[src/rtl/divmod_unpack_pkg.sv]
// Shared types and widths for the divmod_unpack divider.
//   P       operand width; the dividend is 2P bits and the divisor is P bits
//   QW      dividend/quotient width (2P)
//   CW      step counter width ($clog2(2P))
// Optional feature macro used by the top: DIVMOD_OUTREG_EN (one-entry output register).
package divmod_unpack_pkg;

    localparam int unsigned P  = 8;
    localparam int unsigned QW = 2 * P;
    localparam int unsigned CW = $clog2(QW);

    typedef enum logic [1:0] {IDLE, BUSY, DONE} divmod_state_t;

    typedef struct packed {
        logic [QW-1:0] q;
        logic [P-1:0]  r;
        logic          ovf;
        logic          dz;
    } divmod_res_t;

endpackage

[src/rtl/divmod_unpack_step.sv]
// One restoring division step: shift in the next dividend bit, subtract the
// divisor when it fits.
//   rem      in   P+1  partial remainder (always < div, so rem[P] is 0 on entry)
//   div      in   P    divisor
//   in_bit   in   1    next dividend bit, MSB first
//   rem_nxt  out  P+1  updated partial remainder
//   q_bit    out  1    quotient bit produced by this step
module divmod_unpack_step
    import divmod_unpack_pkg::*;
(
    input  logic [P:0]   rem,
    input  logic [P-1:0] div,
    input  logic         in_bit,
    output logic [P:0]   rem_nxt,
    output logic         q_bit
);

    logic [P:0] shifted;
    logic [P:0] divExt;

    // The shifted value can reach 2*div-1, hence the extra remainder bit.
    always_comb begin
        shifted = {rem[P-1:0], in_bit};
        divExt  = {1'b0, div};
        q_bit   = (shifted >= divExt);
        rem_nxt = q_bit ? (shifted - divExt) : shifted;
    end

endmodule

[src/rtl/divmod_unpack.sv]
// Iterative restoring divider: splits a 2P-bit word by a P-bit divisor into a
// 2P-bit quotient and P-bit remainder, one quotient bit per clock, with
// valid/ready handshakes on both sides.
//   C          clock (posedge)
//   RST_N      synchronous active-low reset
//   IN_VALID   / IN_READY    input handshake; DATA_IN dividend, DIV_IN divisor
//   OUT_VALID  / OUT_READY   output handshake; Q_OUT, R_OUT, OVF, DZ result
// DIVMOD_OUTREG_EN: adds a one-entry output register so a new divide can run
// while a finished result waits downstream.
module divmod_unpack
    import divmod_unpack_pkg::*;
(
    input  logic          C,
    input  logic          RST_N,
    input  logic          IN_VALID,
    output logic          IN_READY,
    input  logic [QW-1:0] DATA_IN,
    input  logic [P-1:0]  DIV_IN,
    output logic          OUT_VALID,
    input  logic          OUT_READY,
    output logic [QW-1:0] Q_OUT,
    output logic [P-1:0]  R_OUT,
    output logic          OVF,
    output logic          DZ
);

    divmod_state_t state, stateNxt;
    logic [CW-1:0] cnt, cntNxt;
    logic [QW-1:0] work, workNxt;   // dividend bits shift out, quotient bits shift in
    logic [P:0]    rem, remNxt;
    logic [P-1:0]  div, divNxt;
    divmod_res_t   res, resNxt;
    divmod_res_t   finRes;
    logic          finish;
    logic          inReadyQ;
    logic [P:0]    stepRem;
    logic          stepQ;

`ifdef DIVMOD_OUTREG_EN
    divmod_res_t outRes, outResNxt;
    logic        outFull, outFullNxt;
    logic        outFree;
    logic        outLoad;
`else
    logic        outValidQ;
`endif

    divmod_unpack_step uStep (
        .rem     (rem),
        .div     (div),
        .in_bit  (work[QW-1]),
        .rem_nxt (stepRem),
        .q_bit   (stepQ)
    );

    // Next-state and datapath update.
    always_comb begin
        stateNxt = state;
        cntNxt   = cnt;
        workNxt  = work;
        remNxt   = rem;
        divNxt   = div;
        resNxt   = res;
        finish   = 1'b0;
        finRes   = '0;
`ifdef DIVMOD_OUTREG_EN
        outFree    = !outFull || OUT_READY;
        outLoad    = 1'b0;
        outResNxt  = outRes;
`endif

        unique case (state)
            IDLE: begin
                if (IN_VALID && inReadyQ) begin
                    workNxt = DATA_IN;
                    divNxt  = DIV_IN;
                    remNxt  = '0;
                    cntNxt  = CW'(QW - 1);
                    if (DIV_IN == '0) begin
                        finish     = 1'b1;
                        finRes.q   = '1;
                        finRes.r   = DATA_IN[P-1:0];
                        finRes.ovf = 1'b0;
                        finRes.dz  = 1'b1;
                    end else begin
                        stateNxt = BUSY;
                    end
                end
            end
            BUSY: begin
                workNxt = {work[QW-2:0], stepQ};
                remNxt  = stepRem;
                if (cnt == '0) begin
                    finish     = 1'b1;
                    finRes.q   = {work[QW-2:0], stepQ};
                    finRes.r   = stepRem[P-1:0];
                    finRes.ovf = |work[QW-2:P-1];   // upper half of the final quotient
                    finRes.dz  = 1'b0;
                end else begin
                    cntNxt = cnt - CW'(1);
                end
            end
            DONE: begin
            end
            default: stateNxt = IDLE;
        endcase

        if (finish) begin
            resNxt = finRes;
        end

`ifdef DIVMOD_OUTREG_EN
        // A finished result bypasses DONE whenever the output slot is free or draining.
        if (finish) begin
            if (outFree) begin
                outLoad   = 1'b1;
                outResNxt = finRes;
                stateNxt  = IDLE;
            end else begin
                stateNxt  = DONE;
            end
        end
        if (state == DONE && outFree) begin
            outLoad   = 1'b1;
            outResNxt = res;
            stateNxt  = IDLE;
        end
        outFullNxt = outLoad ? 1'b1 : (OUT_READY ? 1'b0 : outFull);
`else
        if (finish) begin
            stateNxt = DONE;
        end
        if (state == DONE && OUT_READY) begin
            stateNxt = IDLE;
        end
`endif
    end

    // State and datapath registers.
    always_ff @(posedge C) begin
        if (!RST_N) begin
            state    <= IDLE;
            cnt      <= '0;
            work     <= '0;
            rem      <= '0;
            div      <= '0;
            res      <= '0;
            inReadyQ <= 1'b1;
`ifdef DIVMOD_OUTREG_EN
            outRes   <= '0;
            outFull  <= 1'b0;
`else
            outValidQ <= 1'b0;
`endif
        end else begin
            state    <= stateNxt;
            cnt      <= cntNxt;
            work     <= workNxt;
            rem      <= remNxt;
            div      <= divNxt;
            res      <= resNxt;
            inReadyQ <= (stateNxt == IDLE);
`ifdef DIVMOD_OUTREG_EN
            outRes   <= outResNxt;
            outFull  <= outFullNxt;
`else
            outValidQ <= (stateNxt == DONE);
`endif
        end
    end

    assign IN_READY = inReadyQ;
`ifdef DIVMOD_OUTREG_EN
    assign OUT_VALID = outFull;
    assign Q_OUT     = outRes.q;
    assign R_OUT     = outRes.r;
    assign OVF       = outRes.ovf;
    assign DZ        = outRes.dz;
`else
    assign OUT_VALID = outValidQ;
    assign Q_OUT     = res.q;
    assign R_OUT     = res.r;
    assign OVF       = res.ovf;
    assign DZ        = res.dz;
`endif

endmodule

[config.mk]
export PLATFORM = sky130hd
export DESIGN_NAME = divmod_unpack
export DESIGN_NICKNAME = d
export VERILOG_FILES = /design/src/rtl/divmod_unpack_pkg.sv /design/src/rtl/divmod_unpack_step.sv /design/src/rtl/divmod_unpack.sv
export SDC_FILE = /design/constraint.sdc
export NUM_CORES = 1
export LEC_CHECK = 0
export CAP_MARGIN = 20
export CELL_PAD_IN_SITES_DETAIL_PLACEMENT = 1
export CELL_PAD_IN_SITES_GLOBAL_PLACEMENT = 1
export CORE_ASPECT_RATIO = 0.75
export CORE_MARGIN = 3
export CORE_UTILIZATION = 44
export CTS_BUF_LIST = sky130_fd_sc_hd__clkbuf_8
export CTS_CLUSTER_DIAMETER = 150
export DETAILED_ROUTE_END_ITERATION = 12
export GPL_ROUTABILITY_DRIVEN = 1
export PLACE_DENSITY = 0.91
export SKIP_LAST_GASP = 1
export SYNTH_ARGS = -nofsm -noshare
export SYNTH_HDL_FRONTEND = slang
export SYNTH_SLANG_ARGS = --single-unit
[constraint.sdc]
create_clock -name C -period 5.55 [get_ports C]
set_input_delay 1.11 -clock C [delete_from_list [all_inputs] [get_ports C]]
set_output_delay 1.11 -clock C [all_outputs]
set_load 0.01 [all_outputs]
After elaboration in Yosys (flattened, before gate mapping):

Cells that the tools add are included.
W data, S select, Z words.

* multiplexer cells: 21
* equality and inequality tests: 5
* add/sub/neg operators: 2
* reductions and logical operators: 12
* magnitude comparators: 1

Operators with widths (number)
* $mux W26: 3
* $pmux W26 S2: 1
* $pmux W16 S2: 1
* $mux W16: 1
* $mux W8: 2
* $pmux W8 S2: 1
* $ge A9 B8 Y1: 1
* $logic_not A8 Y1: 1
* $mux W2: 4
* $mux W4: 2
* $pmux W4 S2: 1
* $reduce_or A8 Y1: 1
* $sub A8 B8 Y8: 1
* $eq A2 B2 Y1 const B: 2
* $logic_not A2 Y1: 2
* $logic_not A4 Y1: 1
* $ne A2 B2 Y1 const B: 2
* $pmux W2 S2: 1
* $reduce_and A2 Y1: 2
* $sub A4 B1 Y4 const B: 1
* $mux W1: 3
* $reduce_and A3 Y1: 1
* $eq A2 B1 Y1 const B: 1
* $logic_and A1 B1 Y1: 2
* 3 further kinds: 3

* logic and storage cells: 52
* output and inout port bits: 28
* bits of input ports: 28
* bits in registers: 66

Longest topological paths before layout:

* word-level depth: 7
* gate-level depth with buffers: 9
* depth with buffers taken out: 9

By module:

From an unflattened synthesis, not the netlist that was laid out.

* cell total of the unflattened synthesis: 352
* area total of the unflattened synthesis: 3174.3 um2

Modules (own cells, without submodules)
* divmod_unpack: cells an instance 287, area an instance 2603.7 um2, seq. area each 1341.3 um2, times used 1
* divmod_unpack_step: cells an instance 65, area an instance 570.5 um2, seq. area each 0.0 um2, times used 1

Worst setup path before layout:

OpenSTA, ideal clock, no wires.

* kind: input -> register
* start point: input DIV_IN[3]
* end point: register res, in the netlist R_OUT[5]
* required time: 5.426 ns
* buffers on the path: 1
* stages: 6
* library setup time: 0.124 ns
* setup slack: 3.270 ns
* data arrival time: 2.156 ns
* path through: nor4_2 -> nand3_1 -> buf_2 -> a31oi_1 -> o32a_1 -> o31ai_1

* longest elaborated chain between the ends: 4
* elaborated cells between the ends (all ways): 7
* classes of those cells: 6 x mux; 1 x reduce/logical

Ends and longest elaborated chain
* from (decl): RTL line divmod_unpack.sv:18 `input logic [P-1:0] DIV_IN,`
* $logic_not A8 Y1 (*): RTL line divmod_unpack.sv:79 `if (DIV_IN == '0) begin`
* $mux W26 / $mux W1 (equally long branches): RTL line divmod_unpack.sv:79
* $mux W26 / $mux W1 (equally long branches): RTL line divmod_unpack.sv:74 `if (IN_VALID && inReadyQ) begin`
* $pmux W26 S2 / $pmux W1 S2 (equally long branches): RTL line divmod_unpack.sv:72 `unique case (state)`
* to (signal assigned): RTL line divmod_unpack.sv:161 `res <= resNxt;`
* to (decl): RTL line divmod_unpack.sv:32 `divmod_res_t res, resNxt;`

Mark *: on every way between the ends. The rest lies on a longest branch, timed or not.
A chain may end at the register's enable or synchronous reset.

Final worst setup path:

* start point: input IN_VALID
* end point: register res, in the netlist R_OUT[1]

* longest elaborated chain between the ends: 3
* elaborated cells between the ends (all ways): 5
* classes of those cells: 4 x mux; 1 x reduce/logical

Ends and longest elaborated chain
* from (decl): RTL line divmod_unpack.sv:15 `input logic IN_VALID,`
* $logic_and A1 B1 Y1 (*): RTL line divmod_unpack.sv:74
* $mux W26 / $mux W1 (equally long branches): RTL line divmod_unpack.sv:74
* $pmux W26 S2 / $pmux W1 S2 (equally long branches): RTL line divmod_unpack.sv:72

Marks and branches as above.

==> impl_metrics.yaml <==
status:
  status: "finished clean"
cts:
  clock_latency_ns: 0.35
  htreeDepth: 3
  post_cts.repair.setup_buffers: 0
  cts-root-buf: "clkbuf_8"
  cts_sinks: 66
  ctsLongestPathBuffers: 2
  clk_pin_slew_ns: 0.07
  cts_tree: "yes"
  cts_buffers: 9
  ctsHoldBuffers: 0
  post_cts_resized: 0
setup_path:
  crit_path_end_kind: "flop"
  slowest_stage: "nand3_1"
  r2r_start: "state[1]"
  start_kind: "input port"
  reg2reg_to: "R_OUT[0]"
  worstPathRequired_ns: 5.74
  path_max_fanout: 23
  crit_path_cell_trace: "clkdlybuf4s50_1, and4bb_1, nand3_1, and3_1, a21oi_1, o221ai_1"
  rr_worst_depth: 5
  r2r_slack_ns: 2.60
  cpPeakStageDelay_ns: 0.78
  crit_type: "input port to flop"
  arrival_ns: 3.63
routing:
  drtIter0Drc: 170
  vias_per_cell: 5.96
  via_count: 3252
  drc: 0
  wire_per_inst_um: 19.5
  drt_pass1_iterations: 4
  final_antenna_net_count: 0
  drt-total-wl_um: 10600
pwr:
  finalPower_mw: 2.12
  p_per_area_nw_per_um2: 515
  peakVddDrop_v: 0.000217
  p_leak_nw: 1.51
timing:
  slew_headroom_pct: 28.3
  finalSetupViolations: 0
  rsz0062_at_grt: "no"
  finalWorstSetupSlack_ns: 2.10
  worst_pin_slew_ns: 1.08
  fin_crit_ns: 3.45
  hold_viol: 0
  fmax_mhz: 290
  drv_slew: 0
  clock_skew_ns: 0.00980
  setup-tns-final_ns: 0
  holdWs_ns: 0.458
  period_share_pct: 62.1
placement:
  place_inst: 529
  place_hpwl_um: 7240
  port_buffers: 55
  place_area_um2: 3840
  gp_congestion: 0.862
  post-place-ws_ns: 1.77
synthesis:
  yosysSeqAreaShare_pct: 40.2
  ys_ff_latch: 66
  synth_area_leaders: "dfxtp_1 (40%), nand2_1 (11%), a311oi_1 (4.8%)"
  async_flop_share_pct: 0
  synth_top_area_share_pct: 40.2
  syn_avg_cell_area_um2: 8.20
  syn_nets: 440
  netlist_top_cells_count: "nand2_1 (93), dfxtp_1 (66), a21oi_1 (24), nor2_1 (24)"
  yosysWarningCount: 0
  yosysTopAreaCell: "dfxtp_1"
  synth_edf_count: 0
  synth.most_common_cell: "nand2_1"
  syn_inst: 401
  ys.flop_type: "dfxtp_1"
  ys_types: 62
  netlist_area_um2: 3290
cells_and_area:
  stdcell_count: 546
  final_nets: 482
  stdcell_area_um2: 4130
  drive_gt1_share_pct: 8.26
  area_growth_pct: 25.4
  fillers: 844
  utilization_pct: 58.7
  antenna_cells: 0
global_route:
  grt.total_usage_pct: 25.7
  antenna_found_initial: 0
  grt_pass1_wl_um: 17300
  grt_pass1_vias: 3445
  overflow: 0
  grt_max_degree: 54
die:
  initial_core_util_pct: 46.8
  core_area_um2: 7030
  die_h_um: 80.9
  die_w_um: 106
  io_pins: 56
  num_rows: 26
  dieArea_um2: 8560
min_path:
  whs_endpoint: "div[2]"
  min_path_type: "flop to flop"
  worstHoldStart: "div[2]"
  whs_path_depth: 2
run:
  maxCapViolCount: 0
sequential cells by signal, indices dropped and copies added, names as in the netlist:
register	count
IN_READY	1
OUT_VALID	1
cnt	4
div	8
Q_OUT	16
OVF	1
rem	8
state	2
R_OUT	8
work	16
DZ	1
cells in the final DEF, fill, tap and decap left out, types with 3 or more instances in the layout:
master	netlist	layout
nor2_1	24	23
clkbuf_8	0	10
o31ai_1	6	6
a21oi_1	24	24
and3_1	7	7
nor3_1	5	5
nand2_1	93	93
bufinv_16	0	4
a311oi_1	18	18
nand3_1	15	15
nand4_1	6	6
a31oi_1	18	18
ha_1	10	10
dfxtp_1	66	66
xor2_1	3	3
nor2_2	2	3
or3_1	3	3
a211oi_1	3	3
o21ai_0	5	5
clkdlybuf4s50_1	0	55
inv_1	13	13
a21o_1	4	4
nor4_1	3	3
layer usage:
| layer | track usage (%) | up-vias | routed length (um) |
|---|---|---|---|
| li1 | - | 1537 | - |
| met1 | 33.0 | 1586 | 4710 |
| met2 | 42.9 | 109 | 5070 |
| met3 | 5.32 | 20 | 694 |
| met4 | 10.1 | 0 | 154 |
| met5 | 0 | - | 0 |
report_power, final:
group	switching [mW]	leakage (nW)	internal (mW)
registers	0.0826	0.539	0.558
logic	0.594	0.833	0.336
clock network	0.195	0.137	0.358
total	0.872	1.51	1.25
cell type report:
class                           instances  area, um2  area share [%]
Clock inverter                          6        138            3.34
Tap cell                               98        123            2.97
Sequential cell                        66       1320            32.0
Inverter                               14       52.6            1.27
Timing Repair Buffer                   57        573            13.9
Multi-Input combinational cell        295       1780            43.2
Clock buffer                           10        138            3.34
worst max-delay path, delay by kind of cell:
| family | cells | cell delay [ns] |
|---|---|---|
| buffers and inverters | 1 | 0.49 |
| AO/OA/AOI/OAI | 2 | 0.32 |
| AND/OR/NAND/NOR | 3 | 1.71 |
cells by family (layout without fill, tap and decap cells):
group	count (synthesis)	count (layout)	synth area share [%]
AND/OR/NAND/NOR	174	174	25.0
AO/OA/AOI/OAI	105	105	23.3
XOR/XNOR	5	5	1.33
flip-flops	66	66	40.2
buffers and inverters	40	87	5.74
adder cells (fa/ha/maj)	11	11	4.41
worst max path at each step:
stage | from | end | depth (start not counted)
after global placement | IN_VALID | R_OUT[0] | 6
final | IN_VALID | R_OUT[1] | 6
after detailed placement | IN_VALID | R_OUT[0] | 6
after floorplan | DIV_IN[3] | R_OUT[5] | 6
after global routing | IN_VALID | R_OUT[0] | 6
after CTS | IN_VALID | R_OUT[1] | 6
Power figures use the tool's default switching activity.
